File: config.mk
export PLATFORM = sky130hd
export DESIGN_NAME = led_display_row_driver_flat
export DESIGN_NICKNAME = d
export VERILOG_FILES = /design/src/rtl/led_display_row_driver_pkg.sv /design/src/rtl/led_display_row_driver_if.sv /design/src/rtl/led_display_shift_clk_gen.sv /design/src/rtl/led_display_row_driver.sv /design/src/flat_wrapper.sv
export SDC_FILE = /design/constraint.sdc
export NUM_CORES = 1
export LEC_CHECK = 0
export BUFFER_PORTS_ARGS = -buffer_cell sky130_fd_sc_hd__buf_4
export CAP_MARGIN = 20
export CELL_PAD_IN_SITES_DETAIL_PLACEMENT = 0
export CELL_PAD_IN_SITES_GLOBAL_PLACEMENT = 2
export CORE_MARGIN = 5
export CORE_UTILIZATION = 35
export DETAILED_ROUTE_END_ITERATION = 8
export PLACE_DENSITY = 0.7
export SYNTH_ARGS = -nofsm -noshare
export SYNTH_HDL_FRONTEND = slang
export SYNTH_HIERARCHICAL = 1
export SYNTH_SLANG_ARGS = --single-unit
File: constraint.sdc
create_clock -name clk_in -period 2.8 [get_ports clk_in]
set_input_delay 0.28 -clock clk_in [delete_from_list [all_inputs] [get_ports clk_in]]
set_output_delay 0.28 -clock clk_in [all_outputs]
set_load 0.01 [all_outputs]
File: src/rtl/led_display_row_driver_pkg.sv
// Shared types for the LED panel datapath: row payload, HUB75 pin group and row-driver FSM states.
package led_display_row_driver_pkg;

  localparam int unsigned GL_NUM_COL_PIXELS = 32;
  localparam int unsigned GL_PIX_IDX_W      = $clog2(GL_NUM_COL_PIXELS);
  localparam int unsigned GL_ROW_ADDR_W     = 4;

  typedef struct packed {
    logic [GL_NUM_COL_PIXELS-1:0] red;
    logic [GL_NUM_COL_PIXELS-1:0] green;
    logic [GL_NUM_COL_PIXELS-1:0] blue;
  } rgb_plane_t;

  typedef struct packed {
    rgb_plane_t top;
    rgb_plane_t bot;
  } rgb_row_t;

  localparam int unsigned GL_RGB_ROW_W = $bits(rgb_row_t);

  // One HUB75 colour pin group, packed as {B,G,R}
  typedef struct packed {
    logic b;
    logic g;
    logic r;
  } hub75_rgb_t;

  typedef enum logic [2:0] {
    ST_IDLE,
    ST_SHIFT,
    ST_BLANK,
    ST_LATCH,
    ST_DISPLAY
  } row_drv_state_t;

  function automatic hub75_rgb_t pixel_pins(input rgb_plane_t p,
                                            input logic [GL_PIX_IDX_W-1:0] col);
    hub75_rgb_t pins;
    pins.b = p.blue[col];
    pins.g = p.green[col];
    pins.r = p.red[col];
    return pins;
  endfunction

endpackage

File: src/rtl/led_display_row_driver_if.sv
// Row handshake between the pattern generator (master) and the panel row driver (slave).
interface led_display_row_driver_if;
  import led_display_row_driver_pkg::*;

  rgb_row_t                 row_in;
  logic                     row_valid_in;
  logic                     row_ready_out;
  logic [GL_ROW_ADDR_W-1:0] row_address_in;

  modport master (output row_in, output row_valid_in, output row_address_in,
                  input  row_ready_out);
  modport slave  (input  row_in, input  row_valid_in, input  row_address_in,
                  output row_ready_out);
endinterface

File: src/rtl/led_display_shift_clk_gen.sv
// Panel shift-clock divider and pixel counter; both counters hold at zero unless run is high.
module led_display_shift_clk_gen
  import led_display_row_driver_pkg::*;
#(
  parameter int unsigned DIV = 4
) (
  input  logic                    clk_in,
  input  logic                    n_reset_in,
  input  logic                    run,
  output logic [GL_PIX_IDX_W-1:0] pix_idx,
  output logic                    panel_clk_c,
  output logic                    shift_done_c
);

  localparam int unsigned DIV_W = $clog2(DIV);

  logic [DIV_W-1:0]        div_q;
  logic [GL_PIX_IDX_W-1:0] pix_q;
  logic                    div_last_c;
  logic                    pix_last_c;

  assign div_last_c = (div_q == DIV_W'(DIV - 1));
  assign pix_last_c = (pix_q == GL_PIX_IDX_W'(GL_NUM_COL_PIXELS - 1));

  always_ff @(posedge clk_in or negedge n_reset_in) begin
    if (!n_reset_in) begin
      div_q <= '0;
      pix_q <= '0;
    end else if (!run) begin
      div_q <= '0;
      pix_q <= '0;
    end else if (div_last_c) begin
      div_q <= '0;
      pix_q <= pix_last_c ? '0 : pix_q + GL_PIX_IDX_W'(1);
    end else begin
      div_q <= div_q + DIV_W'(1);
    end
  end

  // Low half of each pixel period presents data, high half clocks it in
  assign panel_clk_c  = run && (div_q >= DIV_W'(DIV / 2));
  assign shift_done_c = run && div_last_c && pix_last_c;
  assign pix_idx      = pix_q;

endmodule

File: src/rtl/led_display_row_driver.sv
// HUB75 dual-scan row driver: accepts one row, shifts it out, blanks, latches, then displays.
// Optional LED_DISPLAY_ROW_DRIVER_BRIGHTNESS_EN adds brightness_in to scale OE on-time.
module led_display_row_driver
  import led_display_row_driver_pkg::*;
#(
  parameter int unsigned SYS_CLK_FREQ   = 100_000_000,
  parameter int unsigned SHIFT_CLK_DIV  = 4,
  parameter int unsigned BLANK_CYCLES   = 2,
  parameter int unsigned LATCH_CYCLES   = 2,
  parameter int unsigned DISPLAY_CYCLES = 1000
) (
  input  logic                     clk_in,
  input  logic                     n_reset_in,
  led_display_row_driver_if.slave  row_if,
`ifdef LED_DISPLAY_ROW_DRIVER_BRIGHTNESS_EN
  input  logic [7:0]               brightness_in,
`endif
  output hub75_rgb_t               panel_top_rgb_out,
  output hub75_rgb_t               panel_bot_rgb_out,
  output logic                     panel_clk_out,
  output logic                     panel_lat_out,
  output logic                     panel_oe_n_out,
  output logic [GL_ROW_ADDR_W-1:0] panel_addr_out
);

  localparam int unsigned MAX_BL    = (BLANK_CYCLES > LATCH_CYCLES) ? BLANK_CYCLES : LATCH_CYCLES;
  localparam int unsigned PHASE_MAX = (DISPLAY_CYCLES > MAX_BL) ? DISPLAY_CYCLES : MAX_BL;
  localparam int unsigned CNT_W     = $clog2(PHASE_MAX + 1);

  if (SHIFT_CLK_DIV < 2 || (SHIFT_CLK_DIV % 2) != 0) begin : g_bad_div
    $error("SHIFT_CLK_DIV must be even and >= 2");
  end
  if (BLANK_CYCLES < 1 || LATCH_CYCLES < 1 || DISPLAY_CYCLES < 1) begin : g_bad_phase
    $error("BLANK_CYCLES, LATCH_CYCLES and DISPLAY_CYCLES must be >= 1");
  end
  if (SYS_CLK_FREQ < SHIFT_CLK_DIV) begin : g_bad_freq
    $error("SYS_CLK_FREQ too low for SHIFT_CLK_DIV");
  end

  row_drv_state_t           state_q, state_d;
  logic [CNT_W-1:0]         cnt_q, cnt_d;
  rgb_row_t                 row_hold_q, row_hold_d;
  logic [GL_ROW_ADDR_W-1:0] addr_hold_q, addr_hold_d;
  logic                     ready_q, ready_d;
  hub75_rgb_t               top_q, top_d, bot_q, bot_d;
  logic                     clk_q, clk_d, lat_q, lat_d, oe_n_q, oe_n_d;
  logic [GL_ROW_ADDR_W-1:0] addr_q, addr_d;
  logic                     display_on_c;

  logic [GL_PIX_IDX_W-1:0]  pix_idx;
  logic [GL_PIX_IDX_W-1:0]  col_c;
  logic                     shift_clk_c;
  logic                     shift_done_c;

  led_display_shift_clk_gen #(.DIV(SHIFT_CLK_DIV)) u_shift_clk_gen (
    .clk_in       (clk_in),
    .n_reset_in   (n_reset_in),
    .run          (state_q == ST_SHIFT),
    .pix_idx      (pix_idx),
    .panel_clk_c  (shift_clk_c),
    .shift_done_c (shift_done_c)
  );

  // Highest column leaves first
  assign col_c = GL_PIX_IDX_W'(GL_NUM_COL_PIXELS - 1) - pix_idx;

`ifdef LED_DISPLAY_ROW_DRIVER_BRIGHTNESS_EN
  localparam int unsigned PROD_W = CNT_W + 8;
  logic [CNT_W-1:0] bright_lim_q, bright_lim_d;
  assign display_on_c = (cnt_q < bright_lim_q);
`else
  assign display_on_c = 1'b1;
`endif

  // Next-state and next-output logic
  always_comb begin
    state_d     = state_q;
    cnt_d       = cnt_q;
    row_hold_d  = row_hold_q;
    addr_hold_d = addr_hold_q;
    ready_d     = 1'b0;
    top_d       = '0;
    bot_d       = '0;
    clk_d       = 1'b0;
    lat_d       = 1'b0;
    oe_n_d      = 1'b1;
    addr_d      = addr_q;
`ifdef LED_DISPLAY_ROW_DRIVER_BRIGHTNESS_EN
    bright_lim_d = bright_lim_q;
`endif
    case (state_q)
      ST_IDLE: begin
        ready_d = 1'b1;
        if (row_if.row_valid_in && ready_q) begin
          row_hold_d  = row_if.row_in;
          addr_hold_d = row_if.row_address_in;
          ready_d     = 1'b0;
          state_d     = ST_SHIFT;
        end
      end
      ST_SHIFT: begin
        clk_d = shift_clk_c;
        top_d = pixel_pins(row_hold_q.top, col_c);
        bot_d = pixel_pins(row_hold_q.bot, col_c);
        if (shift_done_c) begin
          state_d = ST_BLANK;
          cnt_d   = '0;
        end
      end
      ST_BLANK: begin
        if (cnt_q == CNT_W'(BLANK_CYCLES - 1)) begin
          state_d = ST_LATCH;
          cnt_d   = '0;
        end else begin
          cnt_d = cnt_q + CNT_W'(1);
        end
      end
      ST_LATCH: begin
        lat_d = 1'b1;
        if (cnt_q == '0) addr_d = addr_hold_q;
        if (cnt_q == CNT_W'(LATCH_CYCLES - 1)) begin
          state_d = ST_DISPLAY;
          cnt_d   = '0;
`ifdef LED_DISPLAY_ROW_DRIVER_BRIGHTNESS_EN
          bright_lim_d = CNT_W'((PROD_W'(DISPLAY_CYCLES) * PROD_W'(brightness_in)) >> 8);
`endif
        end else begin
          cnt_d = cnt_q + CNT_W'(1);
        end
      end
      ST_DISPLAY: begin
        oe_n_d = !display_on_c;
        if (cnt_q == CNT_W'(DISPLAY_CYCLES - 1)) begin
          state_d = ST_IDLE;
          cnt_d   = '0;
        end else begin
          cnt_d = cnt_q + CNT_W'(1);
        end
      end
      default: begin
        state_d = ST_IDLE;
        cnt_d   = '0;
      end
    endcase
  end

  always_ff @(posedge clk_in or negedge n_reset_in) begin
    if (!n_reset_in) begin
      state_q     <= ST_IDLE;
      cnt_q       <= '0;
      row_hold_q  <= '0;
      addr_hold_q <= '0;
      ready_q     <= 1'b0;
      top_q       <= '0;
      bot_q       <= '0;
      clk_q       <= 1'b0;
      lat_q       <= 1'b0;
      oe_n_q      <= 1'b1;
      addr_q      <= '0;
`ifdef LED_DISPLAY_ROW_DRIVER_BRIGHTNESS_EN
      bright_lim_q <= '0;
`endif
    end else begin
      state_q     <= state_d;
      cnt_q       <= cnt_d;
      row_hold_q  <= row_hold_d;
      addr_hold_q <= addr_hold_d;
      ready_q     <= ready_d;
      top_q       <= top_d;
      bot_q       <= bot_d;
      clk_q       <= clk_d;
      lat_q       <= lat_d;
      oe_n_q      <= oe_n_d;
      addr_q      <= addr_d;
`ifdef LED_DISPLAY_ROW_DRIVER_BRIGHTNESS_EN
      bright_lim_q <= bright_lim_d;
`endif
    end
  end

  assign row_if.row_ready_out = ready_q;
  assign panel_top_rgb_out    = top_q;
  assign panel_bot_rgb_out    = bot_q;
  assign panel_clk_out        = clk_q;
  assign panel_lat_out        = lat_q;
  assign panel_oe_n_out       = oe_n_q;
  assign panel_addr_out       = addr_q;

endmodule

File: src/flat_wrapper.sv
// flat-port wrapper written by rule: the top's interface ports become plain ports
module led_display_row_driver_flat import led_display_row_driver_pkg::*;
#(
  parameter int unsigned SYS_CLK_FREQ   = 100_000_000,
  parameter int unsigned SHIFT_CLK_DIV  = 4,
  parameter int unsigned BLANK_CYCLES   = 2,
  parameter int unsigned LATCH_CYCLES   = 2,
  parameter int unsigned DISPLAY_CYCLES = 1000
)
  (clk_in, n_reset_in, panel_top_rgb_out, panel_bot_rgb_out, panel_clk_out, panel_lat_out, panel_oe_n_out, panel_addr_out, row_if_row_in, row_if_row_valid_in, row_if_row_address_in, row_if_row_ready_out);
  led_display_row_driver_if row_if_i ();
  input  logic clk_in;
  input  logic n_reset_in;
  output hub75_rgb_t panel_top_rgb_out;
  output hub75_rgb_t panel_bot_rgb_out;
  output logic panel_clk_out;
  output logic panel_lat_out;
  output logic panel_oe_n_out;
  output logic [GL_ROW_ADDR_W-1:0] panel_addr_out;
  input wire logic [$bits(row_if_i.row_in)-1:0] row_if_row_in;
  input wire logic [$bits(row_if_i.row_valid_in)-1:0] row_if_row_valid_in;
  input wire logic [$bits(row_if_i.row_address_in)-1:0] row_if_row_address_in;
  output wire logic [$bits(row_if_i.row_ready_out)-1:0] row_if_row_ready_out;
  assign row_if_i.row_in = row_if_row_in;
  assign row_if_i.row_valid_in = row_if_row_valid_in;
  assign row_if_i.row_address_in = row_if_row_address_in;
  assign row_if_row_ready_out = row_if_i.row_ready_out;
  led_display_row_driver #(.SYS_CLK_FREQ(SYS_CLK_FREQ), .SHIFT_CLK_DIV(SHIFT_CLK_DIV), .BLANK_CYCLES(BLANK_CYCLES), .LATCH_CYCLES(LATCH_CYCLES), .DISPLAY_CYCLES(DISPLAY_CYCLES)) u_core (.clk_in(clk_in), .n_reset_in(n_reset_in), .row_if(row_if_i), .panel_top_rgb_out(panel_top_rgb_out), .panel_bot_rgb_out(panel_bot_rgb_out), .panel_clk_out(panel_clk_out), .panel_lat_out(panel_lat_out), .panel_oe_n_out(panel_oe_n_out), .panel_addr_out(panel_addr_out));
endmodule
After elaboration in Yosys (flattened, before gate mapping)
Index checks and enable logic that the tools add are counted.
- flip-flop bits (word level): 230
- bits in latches: 0
- bits in writable memories: 0
- ROM bits: 0
- input port bits: 199
- word-level logic and storage cells: 88
- memories: 0
- add/subtract/negate cells: 4
- multipliers: 0
- divide/modulo/power cells: 0
- order comparisons: 2
- equal/unequal tests: 14
- shift operators: 0
- mux-type cells: 34
- bitwise gates (word level): 1
- reductions and logical operators: 11
- operators with widths (kind ; count):
    case mux 10 bit (4 select lines) ; 1
    binary-select mux 1 bit (select 5 bit) ; 6
    two-way mux 10 bit ; 3
    two-way mux 3 bit ; 7
    two-way mux 5 bit ; 3
    case mux 3 bit (5 select lines) ; 1
    != test 2 x 1 -> 1 bit, second input constant ; 6
    two-way mux 1 bit ; 11
    adder 10 x 1 -> 10 bit, second input constant ; 1
    equality test 10 x 1 -> 1 bit, second input constant ; 1
    equality test 10 bit, second input constant ; 1
    logical NOT 10 bit ; 1
    equality test 3 x 2 -> 1 bit, second input constant ; 2
    less-than comparator 5 x 6 -> 1 bit, second input constant ; 1
    AND reduction 2 bit ; 3
    adder 5 x 1 -> 5 bit, second input constant ; 1
    equality test 5 bit, second input constant ; 1
    AND reduction 5 bit ; 1
    subtractor 5 bit, first input constant ; 1
    logical AND 1 bit ; 4
    two-way mux 2 bit ; 2
    equality test 3 x 1 -> 1 bit, second input constant ; 1
    equality test 3 bit, second input constant ; 1
    logical NOT 3 bit ; 1
    5 further kinds ; 5

Longest topological paths before layout
Gate-level depths: netlist (run 1).
- depth in word-level cells: 5
- depth in mapped cells: 10
- depth with buffers taken out: 8

Modules after synthesis
Netlist (run 1), hierarchy kept.
- modules (own cells, without submodules) (module ; instances ; cells each ; area each (um^2) ; sequential area each (um^2)):
    led_display_row_driver ; 1 ; 635 ; 10048.4 ; 5581.6
    led_display_shift_clk_gen ; 1 ; 35 ; 399.1 ; 175.2

Worst setup path before layout (run 1)
Ideal clock, no wire load.
- path kind: reg-to-reg
- start: register u_core.state_q[2]
- end: register u_core.cnt_q[9]
- library setup time: 0.078 ns
- data arrival time: 2.172 ns
- setup slack: 0.550 ns
- cell stages (with the launch flop): 11
- path buffers: 3
- cells stage by stage: dfrtp_1 > buf_2 > or3b_1 > clkbuf_1 > inv_1 > and3_2 > a211o_1 > clkbuf_1 > nand4_1 > xor2_1 > a21oi_1
- word-level cells in the longest chain between the ends: 5
- elaborated cells on any way between the ends: 12
- classes of those cells: eq/ne (5); mux (1); bitwise (1); reduce/logical (5)
- ends and longest elaborated chain (element ; line ; text):
    start: declaration ; led_display_row_driver.sv:40 ; row_drv_state_t state_q, state_d;
    start signal: assignment ; led_display_row_driver.sv:164 ; state_q <= state_d;
    equality test 3 x 1 -> 1 bit ; led_display_row_driver.sv:58 ; .run (state_q == ST_SHIFT),
    logical AND 1 bit (2 in series) ; led_display_shift_clk_gen.sv:42 ; assign shift_done_c = run && div_last_c && pix_last_c;
    via u_core.shift_done_c ; led_display_row_driver.sv:53 ; logic shift_done_c;
    != test 2 x 1 -> 1 bit (no line) ; n/a ;
    AND reduction 2 bit (no line) ; n/a ;
    end signal: assignment ; led_display_row_driver.sv:165 ; cnt_q <= cnt_d;
    end: declaration ; led_display_row_driver.sv:41 ; logic [CNT_W-1:0] cnt_q, cnt_d;
The timed path passes the listed nets, and every way through them passes these cells.
A chain may end at the register's enable or synchronous reset.

Final worst setup path (run 1)
- start: register u_core.state_q[2]
- end: register u_core.cnt_q[7]
The elaborated chain is that of the path after synthesis.

==> impl_metrics.env, run 1 <==
export IMPL_cts_post_setup_buffers_inserted=0
export IMPL_clkLatencyLatePin_ns=0.54
export IMPL_cts_sinks=230
export IMPL_pwr_density_cell_nw_per_um2=812.3
export IMPL_arrival_time_reported_for_the_critical_path_endpoint_ns=2.99
export IMPL_finalWirelength_mm=28.69
export IMPL_wl_per_cell_um=19.18
export IMPL_synth_fp_nets=876
export IMPL_synth_sequential_area_ratio_pct=55.10
export IMPL_syn2layout_area_growth_pct=46.95
export IMPL_finalCoreUtilization_pct=51.94
export IMPL_die_area_um2=33400
export IMPL_layout_worst_path_cycle_share_pct=90.91
export IMPL_global_route_wire_length_before_repair_mm=45.54
export IMPL_worst_ep_required_time_ns=3.24
export IMPL_gp_congestion=0.7892
export IMPL_avgSynthCellArea_um2=15.59
export IMPL_grt_total_usage_pct=17.10
export IMPL_globalRouteOverflowTotal=0
export IMPL_stdcell_area_um2=15350
export IMPL_timing_critical_path_cells="or3b_1 > inv_1 > and3_2 > a211o_1 > nand3_1 > or3_1 > a22oi_1"
export IMPL_post_synth_top_area_cell="sky130_fd_sc_hd__dfrtp_1"
export IMPL_cts_hold_repair_buffers=197
export IMPL_fp_dieH_um=182.8
export IMPL_timing_setup_tns_ns=0
export IMPL_worst_setup_path_type="reg2reg"
export IMPL_cp_num_buf_inv=1
export IMPL_tritoncts="built"
export IMPL_drv_cap=0
export IMPL_worst_slew_margin_pct=54.66
export IMPL_dr_total_vias=7195
export IMPL_final_antenna_net_count=0
export IMPL_worst_path_dominant_cell_family="simple AND/OR/NAND/NOR gates"
export IMPL_cts_buffers=27
export IMPL_htree_num_levels=1
export IMPL_finalSetupViolations=0
export IMPL_clk_root_buffer_cell="sky130_fd_sc_hd__clkbuf_16"
export IMPL_ctsResizeCount=0
export IMPL_yosysWarningCount=6
export IMPL_first_global_vias=8312
export IMPL_maxSlewViolCount=0
export IMPL_fin_worst_skew_ns=0.01730
export IMPL_critical_path_slowest_cell="sky130_fd_sc_hd__dfrtp_1"
export IMPL_timing_critical_path_to_type="flop"
export IMPL_n_fill_cell=2487
export IMPL_yosys_register_bits=230
export IMPL_1st_iter_drt_viols=302
export IMPL_synthesis_area_um2=10450
export IMPL_yosys_cell_types_count=47
export IMPL_core_region_area_um2=29560
export IMPL_timing_critical_path_slowest_cell_delay_ns=0.50
export IMPL_detailed_place_hpwl_mm=19.47
export IMPL_finalWorstPathRequiredPeriod_ns=2.545
export IMPL_nets=1291
export IMPL_report_power_total_mw=12.47
export IMPL_placedInstanceArea_um2=12530
export IMPL_static_leakage_power_nw=6.605
export IMPL_grt_antenna_before_repair=1
export IMPL_clock_pin_slew_on_the_worst_setup_and_hold_paths_ns=0.06
export IMPL_portBuffers=212
export IMPL_final_layout_size_suffix_gt1_share_pct=35.29
export IMPL_outcome="finished clean"
export IMPL_dominant_cells_by_area_after_synthesis="sky130_fd_sc_hd__dfrtp_1 (55%), sky130_fd_sc_hd__mux2_1 (15%), sky130_fd_sc_hd__mux4_2 (10%), sky130_fd_sc_hd__mux2_2 (6.6%), sky130_fd_sc_hd__mux2i_1 (2.0%)"
export IMPL_effective_utilization_at_floorplan_pct=35.34
export IMPL_place_worst_setup_slack_ns=0.2628
export IMPL_first_pass_iters=5
export IMPL_drc=0
export IMPL_clock_path_buffers=3
export IMPL_fin_ws_ns=0.2546
export IMPL_placementRows=63
export IMPL_worstMarginPinSlew_ns=0.6629
export IMPL_num_io_pins=213
export IMPL_setup_repair_after_global_routing_missed_its_margin="false"
export IMPL_netlist_instances=670
export IMPL_critical_path_peak_fanout=11
export IMPL_worst_min_delay_path_class="in2reg"
export IMPL_die_width_um=182.8
export IMPL_avgViaCountPerCell=4.809
export IMPL_worst_ir_drop_vdd_uv=442.9
export IMPL_finalHoldViolCount=0
export IMPL_worst_setup_path_start_kind="flop"
export IMPL_synth_top_area_share_pct=54.85
export IMPL_area_sequential_um2=5763
export IMPL_multi_input_gate_area_um2=4402
export IMPL_grt_start_max_net_pins=72
export IMPL_achievable_frequency_ghz=0.3929
## state kept, by name (all words and copies together) (netlist names), 3 cells and up
signal and count:
u_core/panel_bot_rgb_out 3, u_core/panel_top_rgb_out 3, u_core/panel_addr_out 4, u_core/cnt_q 10
u_core/u_shift_clk_gen/pix_idx 5, u_core/state_q 3, u_core/addr_hold_q 4, u_core/row_hold_q 192
## routing by layer
layer / vias to the layer above / part of all wire [%] / GRT usage (%)
li1: 3328 / - / -
met1: 3659 / 43 / 22.63
met2: 169 / 50 / 29.80
met3: 39 / 4.6 / 2.916
met4: 0 / 1.8 / 3.754
met5: - / 0 / 0
## power breakdown
group	leakage, nW	switching, mW	internal [mW]	total [mW]
sequential	2.78	0.715	4.85	5.57
clock	0.414	1.37	2.00	3.37
combinational	3.41	1.31	2.23	3.54
total	6.60	3.39	9.08	12.5
## cell usage in the layout (no fill, tap or decap), types with 3 or more instances in the layout
master                          synthesis  final
sky130_fd_sc_hd__mux4_2                48     48
sky130_fd_sc_hd__xor2_1                 4      4
sky130_fd_sc_hd__dlygate4sd3_1          0    197
sky130_fd_sc_hd__clkbuf_1               7      9
sky130_fd_sc_hd__nand2_1               13     13
sky130_fd_sc_hd__mux2i_1               21     21
sky130_fd_sc_hd__a22oi_1                7      7
sky130_fd_sc_hd__buf_4                 15    220
sky130_fd_sc_hd__and2_1                 4      4
sky130_fd_sc_hd__and3_1                10     10
sky130_fd_sc_hd__mux2_2                61     61
sky130_fd_sc_hd__o21ai_0                7      7
sky130_fd_sc_hd__o211ai_1               7      7
sky130_fd_sc_hd__clkbuf_16              0     27
sky130_fd_sc_hd__clkbuf_8               0      5
sky130_fd_sc_hd__nand4_1                4      4
sky130_fd_sc_hd__nand3_1                3      3
sky130_fd_sc_hd__ha_1                   7      7
sky130_fd_sc_hd__inv_1                  7      7
sky130_fd_sc_hd__mux2_1               141    141
sky130_fd_sc_hd__buf_12                 0      9
sky130_fd_sc_hd__dfrtp_1              229    226
sky130_fd_sc_hd__clkinv_2               0      4
sky130_fd_sc_hd__nor2_1                 7      7
sky130_fd_sc_hd__a21oi_1               12     12
sky130_fd_sc_hd__nor2b_1                8      8
## area by class of cell
type                       instances  share of cell area [%]
tap                              390                   3.178
clock buffer                      41                   5.069
sequential                       230                   37.54
antenna                            1                 0.01630
inverter                           7                  0.1711
multi-input combinational        392                   28.67
timing repair buffer             427                   24.87
clock inverter                     8                  0.4808
## cells in the mapped netlist, drive strengths merged
master,instances
a2111oi,1
a211o,1
a211oi,1
a21boi,1
a21oi,12
a22oi,7
a311oi,1
a31oi,2
and2,4
and3,11
and4,2
and4bb,1
buf,34
clkbuf,7
dfrtp,229
dfstp,1
ha,7
inv,7
mux2,202
mux2i,21
mux4,48
nand2,13
nand2b,3
nand3,3
nand4,4
nor2,7
nor2b,8
nor3b,1
nor4,4
nor4bb,1
o211ai,7
o21a,1
o21ai,7
o21bai,1
o22ai,2
or3,2
or3b,2
xor2,4
## stage by stage
| step | hold WS, ns | instances |
|---|---|---|
| finish | 0.04127 | 1496 |
| global route | 0.03825 | 1496 |
| CTS | 0.01617 | 1495 |
| detailed placement | 0.3100 | 1249 |
| global placement | 0.2985 | 1249 |
| floorplan | -0.01559 | 670 |
## logic make-up (layout without fill, tap and decap cells)
group	Yosys count	after routing	synth area share (%)
compound gates	44	44	2.898
xor+xnor	4	4	0.3353
fa+ha+maj	7	7	0.8383
buf+inv	48	483	2.767
flops	230	230	55.10
mux	271	271	34.13
other cells	0	1	0
simple gates	66	66	3.928
## worst paths after layout
kind	from	end	slack, ns	cells after the start
hold reg to reg	u_core/row_hold_q[38]$_DFFE_PN0P_	u_core/row_hold_q[38]$_DFFE_PN0P_	0.48	1
min in group asynchronous	n_reset_in	u_core/row_if.row_ready_out$_DFF_PN0_	0.33	2
setup reg to reg	u_core/state_q[2]$_DFFE_PN0P_	u_core/cnt_q[7]$_DFFE_PN0P_	0.25	7
setup / recovery	u_core/state_q[2]$_DFFE_PN0P_	u_core/cnt_q[7]$_DFFE_PN0P_	0.25	7
hold / removal	row_if_row_valid_in	u_core/row_if.row_ready_out$_DFF_PN0_	0.04	2
max in group asynchronous	n_reset_in	u_core/row_hold_q[102]$_DFFE_PN0P_	1.73	3
No activity file was read; power rests on OpenSTA's default activity.
==> run 2: changes to the inputs <==
Settings changed: CELL_PAD_IN_SITES_DETAIL_PLACEMENT 0 to not set, CELL_PAD_IN_SITES_GLOBAL_PLACEMENT 2 to not set, PLACE_DENSITY 0.7 to 0.52.
==> run 2 against run 1 <==
Count of clock-buffer cells in the layout is 4 lower. Routed wire length rose by 2.4%. Fmax up 0.84%. Total power is 1.5% higher.
==> impl_metrics.env, run 2 (same netlist as run 1, synthesis figures left out) <==
export IMPL_arrival_time_reported_for_the_critical_path_endpoint_ns=2.96
export IMPL_worst_reg2reg_endpoint="u_core/cnt_q[7]$_DFFE_PN0P_"
export IMPL_stdcell_count=1491
export IMPL_hold_worst_slack_ns=0.02862
export IMPL_n_fill_cell=2493
export IMPL_first_global_vias=8369
export IMPL_worst_setup_path_type="reg2reg"
export IMPL_htree_num_levels=1
export IMPL_layout_worst_path_cycle_share_pct=90.15
export IMPL_finalWirelength_mm=29.39
export IMPL_grt_start_max_net_pins=85
export IMPL_timing_setup_tns_ns=0
export IMPL_worst_ep_required_time_ns=3.24
export IMPL_timing_critical_path_to_type="flop"
export IMPL_cts_sinks=230
export IMPL_fp_dieH_um=182.8
export IMPL_globalRouteOverflowTotal=0
export IMPL_setup_repair_after_global_routing_missed_its_margin="false"
export IMPL_finalHoldViolCount=0
export IMPL_avgViaCountPerCell=4.905
export IMPL_drc=0
export IMPL_whs_path_depth=2
export IMPL_final_antenna_net_count=0
export IMPL_fin_ws_ns=0.2757
export IMPL_largest_register_ffs=192
export IMPL_core_region_area_um2=29560
export IMPL_cts_post_setup_buffers_inserted=0
export IMPL_end_point_of_the_most_critical_hold_path="u_core/row_hold_q[178]$_DFFE_PN0P_"
export IMPL_achievable_frequency_ghz=0.3962
export IMPL_fin_worst_skew_ns=0.01294
export IMPL_effective_utilization_at_floorplan_pct=35.34
export IMPL_r2r_setup_slack_ns=0.28
export IMPL_place_worst_setup_slack_ns=0.3237
export IMPL_pwr_density_cell_nw_per_um2=826.2
export IMPL_worst_setup_path_start_kind="flop"
export IMPL_tritoncts="built"
export IMPL_report_power_total_mw=12.66
export IMPL_die_width_um=182.8
export IMPL_dpl_cell_count=1247
export IMPL_most_common_layout_cells="sky130_fd_sc_hd__dfrtp_1 (226), sky130_fd_sc_hd__buf_4 (221), sky130_fd_sc_hd__dlygate4sd3_1 (196)"
export IMPL_largest_register="u_core/row_hold_q"
export IMPL_outcome="finished clean"
export IMPL_final_common_cell="sky130_fd_sc_hd__dfrtp_1"
export IMPL_critical_path_peak_fanout=11
export IMPL_drv_cap=0
export IMPL_num_io_pins=213
export IMPL_finalCoreUtilization_pct=51.84
export IMPL_crit_reg2reg_launch="u_core/state_q[2]$_DFFE_PN0P_"
export IMPL_clock_path_buffers=3
export IMPL_worst_slew_margin_pct=49.03
export IMPL_final_layout_size_suffix_gt1_share_pct=35.30
export IMPL_gp_congestion=0.7849
export IMPL_cts_hold_repair_buffers=196
export IMPL_detailed_place_hpwl_mm=19.58
export IMPL_clk_root_buffer_cell="sky130_fd_sc_hd__clkbuf_16"
export IMPL_portBuffers=212
export IMPL_placedInstanceArea_um2=12470
export IMPL_worstMarginPinSlew_ns=0.7630
export IMPL_1st_iter_drt_viols=286
export IMPL_grt_total_usage_pct=17.51
export IMPL_timing_reg2reg_worst_path_depth=7
export IMPL_first_pass_iters=4
export IMPL_clkLatencyLatePin_ns=0.53
export IMPL_global_route_wire_length_before_repair_mm=46.80
export IMPL_maxSlewViolCount=0
export IMPL_hp_start="row_if_row_in[178]"
export IMPL_worst_ir_drop_vdd_uv=399.4
export IMPL_ctsResizeCount=0
export IMPL_die_area_um2=33400
export IMPL_finalSetupViolations=0
export IMPL_syn2layout_area_growth_pct=46.67
export IMPL_nets=1288
export IMPL_clock_pin_slew_on_the_worst_setup_and_hold_paths_ns=0.06
export IMPL_worst_min_delay_path_class="in2reg"
export IMPL_grt_antenna_before_repair=2
export IMPL_stdcell_area_um2=15320
export IMPL_placementRows=63
export IMPL_finalWorstPathRequiredPeriod_ns=2.524
export IMPL_static_leakage_power_nw=6.597
export IMPL_dr_total_vias=7313
export IMPL_wl_per_cell_um=19.71
export IMPL_cts_buffers=27
## run 2: worst max-delay path, stage by stage, from the launching register on
cell,delay [ns]
sky130_fd_sc_hd__dfrtp_1,0.50
sky130_fd_sc_hd__or3b_1,0.44
sky130_fd_sc_hd__inv_1,0.20
sky130_fd_sc_hd__and3_2,0.27
sky130_fd_sc_hd__a211o_1,0.35
sky130_fd_sc_hd__nand3_1,0.19
sky130_fd_sc_hd__or3_1,0.33
sky130_fd_sc_hd__a22oi_1,0.16
## run 2: metal layers
layer | track usage [%] | wire (um) | vias up
li1 | - | - | 3325
met1 | 23.66 | 12960 | 3729
met2 | 30.06 | 14500 | 208
met3 | 2.856 | 1307 | 51
met4 | 3.754 | 621 | 0
met5 | 0 | 0 | -
## run 2: worst max path at each step
stage | startpoint | endpoint | slack [ns] | cells after the start
2_1_floorplan | u_core/state_q[2]$_DFFE_PN0P_ | u_core/cnt_q[9]$_DFFE_PN0P_ | 0.55 | 10
3_3_place_gp | u_core/u_shift_clk_gen/pix_idx[1]$_DFFE_PN0P_ | u_core/panel_top_rgb_out[2]$_DFF_PN0_ | 0.32 | 5
3_5_place_dp | u_core/u_shift_clk_gen/pix_idx[1]$_DFFE_PN0P_ | u_core/cnt_q[7]$_DFFE_PN0P_ | 0.32 | 8
4_1_cts | u_core/u_shift_clk_gen/pix_idx[1]$_DFFE_PN0P_ | u_core/cnt_q[7]$_DFFE_PN0P_ | 0.32 | 8
5_1_grt | u_core/state_q[0]$_DFFE_PN0P_ | u_core/cnt_q[7]$_DFFE_PN0P_ | 0.11 | 7
6_report | u_core/state_q[2]$_DFFE_PN0P_ | u_core/cnt_q[7]$_DFFE_PN0P_ | 0.28 | 7
## run 2: area by class of cell
cell class              count  area [um2]  area share [%]
flip-flops and latches    230        5763           37.61
multi-input cells         392        4402           28.73
repair buffers            424        3756           24.51
clock buffers              37       753.2           4.916
well taps                 390       488.0           3.184
clock inverters             9       130.1          0.8492
inverters                   7       26.28          0.1715
diodes                      2       5.005         0.03266
## run 2: report_power, final
| part | switching, mW | total, mW | internal (mW) |
|---|---|---|---|
| Clock | 1.37 | 3.51 | 2.15 |
| Sequential | 0.772 | 5.62 | 4.85 |
| Combinational | 1.32 | 3.53 | 2.20 |
==> run 3: changes to the inputs <==
Settings changed: RECOVER_POWER set to 100.
==> run 3 against run 2 <==
The flow now finishes with violations (capacitance limit, slew limit). Clock skew is essentially flat. Worst hold slack lost 0.0017 ns. Sequential power is essentially flat. Sequential share of layout area grew 0.29 points. Largest cell class unchanged. Die area is the same. Clock power is essentially flat. Routed wire length is essentially flat. Total power shrank 0.51%. Global-route usage is the same. Worst setup slack lost 0.046 ns.
==> impl_metrics.env, run 3 (same netlist as run 1, synthesis figures left out) <==
export IMPL_drc=0
export IMPL_grt_start_max_net_pins=85
export IMPL_hold_worst_slack_ns=0.02692
export IMPL_grt_antenna_before_repair=2
export IMPL_syn2layout_area_growth_pct=45.56
export IMPL_pwr_share_comb_pct=27.5
export IMPL_timing_reg2reg_worst_path_depth=4
export IMPL_critical_path_peak_fanout=45
export IMPL_fin_ws_ns=0.2293
export IMPL_num_io_pins=213
export IMPL_stdcell_area_um2=15210
export IMPL_worst_ep_required_time_ns=3.21
export IMPL_worst_reg2reg_endpoint="u_core/row_hold_q[97]$_DFFE_PN0P_"
export IMPL_clock_pin_slew_on_the_worst_setup_and_hold_paths_ns=0.06
export IMPL_cts_hold_repair_buffers=196
export IMPL_crit_reg2reg_launch="u_core/state_q[2]$_DFFE_PN0P_"
export IMPL_drv_cap=1
export IMPL_final_antenna_net_count=0
export IMPL_placementRows=63
export IMPL_grt_total_usage_pct=17.51
export IMPL_timing_critical_path_to_type="flop"
export IMPL_power_switching_fraction_pct=27.37
export IMPL_static_leakage_power_nw=6.523
export IMPL_failing_checks="capacitance limit, slew limit"
export IMPL_nets=1288
export IMPL_tritoncts="built"
export IMPL_cts_post_setup_buffers_inserted=0
export IMPL_first_pass_iters=4
export IMPL_internal_power_mw=9.149
export IMPL_worst_setup_path_start_kind="flop"
export IMPL_pwr_density_cell_nw_per_um2=828.3
export IMPL_r2r_setup_slack_ns=0.23
export IMPL_outcome="finished, violations left"
export IMPL_effective_utilization_at_floorplan_pct=35.34
export IMPL_cts_buffers=27
export IMPL_finalWorstPathRequiredPeriod_ns=2.571
export IMPL_worst_setup_path_type="reg2reg"
export IMPL_largest_register="u_core/row_hold_q"
export IMPL_hp_start="row_if_row_in[178]"
export IMPL_report_power_total_mw=12.60
export IMPL_timing_setup_tns_ns=0
export IMPL_p_clk_share_pct=27.9
export IMPL_first_global_vias=8369
export IMPL_p_seq_share_pct=44.6
export IMPL_global_route_wire_length_before_repair_mm=46.80
export IMPL_layout_worst_path_cycle_share_pct=91.81
export IMPL_fp_dieH_um=182.8
export IMPL_stdcell_count=1491
export IMPL_finalCoreUtilization_pct=51.45
export IMPL_whs_path_depth=2
export IMPL_area_sequential_um2=5763
export IMPL_final_layout_size_suffix_gt1_share_pct=33.76
export IMPL_1st_iter_drt_viols=254
export IMPL_achievable_frequency_ghz=0.3890
export IMPL_finalHoldViolCount=0
export IMPL_most_common_layout_cells="sky130_fd_sc_hd__dfrtp_1 (226), sky130_fd_sc_hd__buf_4 (204), sky130_fd_sc_hd__dlygate4sd3_1 (196)"
export IMPL_gp_congestion=0.7849
export IMPL_die_width_um=182.8
export IMPL_maxSlewViolCount=58
export IMPL_detailed_place_hpwl_mm=19.58
export IMPL_wl_per_cell_um=19.71
export IMPL_clkLatencyLatePin_ns=0.53
export IMPL_finalSetupViolations=0
export IMPL_dr_total_vias=7291
export IMPL_final_common_cell="sky130_fd_sc_hd__dfrtp_1"
export IMPL_end_point_of_the_most_critical_hold_path="u_core/row_hold_q[178]$_DFFE_PN0P_"
export IMPL_clk_root_buffer_cell="sky130_fd_sc_hd__clkbuf_16"
export IMPL_cts_sinks=230
export IMPL_n_fill_cell=2520
export IMPL_ctsResizeCount=0
export IMPL_setup_repair_after_global_routing_missed_its_margin="false"
export IMPL_core_region_area_um2=29560
export IMPL_clock_path_buffers=3
export IMPL_worst_slew_margin_pct=-4.437
export IMPL_die_area_um2=33400
export IMPL_worst_ir_drop_vdd_uv=398.3
export IMPL_largest_register_ffs=192
export IMPL_globalRouteOverflowTotal=0
export IMPL_portBuffers=212
export IMPL_worstMarginPinSlew_ns=1.567
export IMPL_avgViaCountPerCell=4.890
export IMPL_finalWirelength_mm=29.39
export IMPL_dpl_cell_count=1247
export IMPL_arrival_time_reported_for_the_critical_path_endpoint_ns=2.98
export IMPL_htree_num_levels=1
export IMPL_place_worst_setup_slack_ns=0.3237
export IMPL_multi_input_gate_area_um2=4379
export IMPL_fin_worst_skew_ns=0.01275
export IMPL_power_switching_mw=3.447
export IMPL_worst_min_delay_path_class="in2reg"
export IMPL_placedInstanceArea_um2=12470
export IMPL_worst_setup_path_startpoint="u_core/state_q[2]$_DFFE_PN0P_"
## run 3: cell count changes in the layout (fill, tap and decap cells not counted), moves of 2 or more
cell	previous run	this run
sky130_fd_sc_hd__and2_0	0	2
sky130_fd_sc_hd__and2_1	4	2
sky130_fd_sc_hd__buf_12	6	3
sky130_fd_sc_hd__buf_4	221	204
sky130_fd_sc_hd__buf_6	0	3
sky130_fd_sc_hd__clkbuf_1	6	20
sky130_fd_sc_hd__clkbuf_2	0	3
## run 3: how the worst max path moves through the flow
stage | to | cells past startpoint
after CTS | u_core/cnt_q[7]$_DFFE_PN0P_ | 8
after detailed placement | u_core/cnt_q[7]$_DFFE_PN0P_ | 8
after global placement | u_core/panel_top_rgb_out[2]$_DFF_PN0_ | 5
after floorplan | u_core/cnt_q[9]$_DFFE_PN0P_ | 10
final | u_core/row_hold_q[97]$_DFFE_PN0P_ | 4
after global routing | u_core/row_hold_q[97]$_DFFE_PN0P_ | 4
## run 3: power by group through the flow
stage	clock network (mW)	logic, mW	registers (mW)
floorplan	0	2.49	5.35
global placement	0	3.19	5.56
detailed placement	0	3.33	5.68
CTS	3.61	3.57	5.62
global route	3.76	3.81	5.79
finish	3.51	3.47	5.62
## run 3: routing by layer
layer | part of all wire [%] | GRT usage [%]
met1 | 45 | 23.66
met2 | 49 | 30.06
met3 | 4.2 | 2.856
met4 | 1.9 | 3.754
met5 | 0 | 0
## run 3: worst max-delay path, cell delays in order, from the launching register on
cell	delay (ns)
sky130_fd_sc_hd__dfrtp_1	0.47
sky130_fd_sc_hd__nor4_1	0.74
sky130_fd_sc_hd__buf_12	0.35
sky130_fd_sc_hd__clkbuf_2	0.48
sky130_fd_sc_hd__mux2_1	0.38
## run 3: cell type report
type,count,area share [%]
diodes,2,0.03291
multi-input cells,392,28.80
clock inverters,9,0.8557
flip-flops and latches,230,37.90
inverters,7,0.1728
repair buffers,424,24.08
well taps,390,3.209
clock buffers,37,4.953
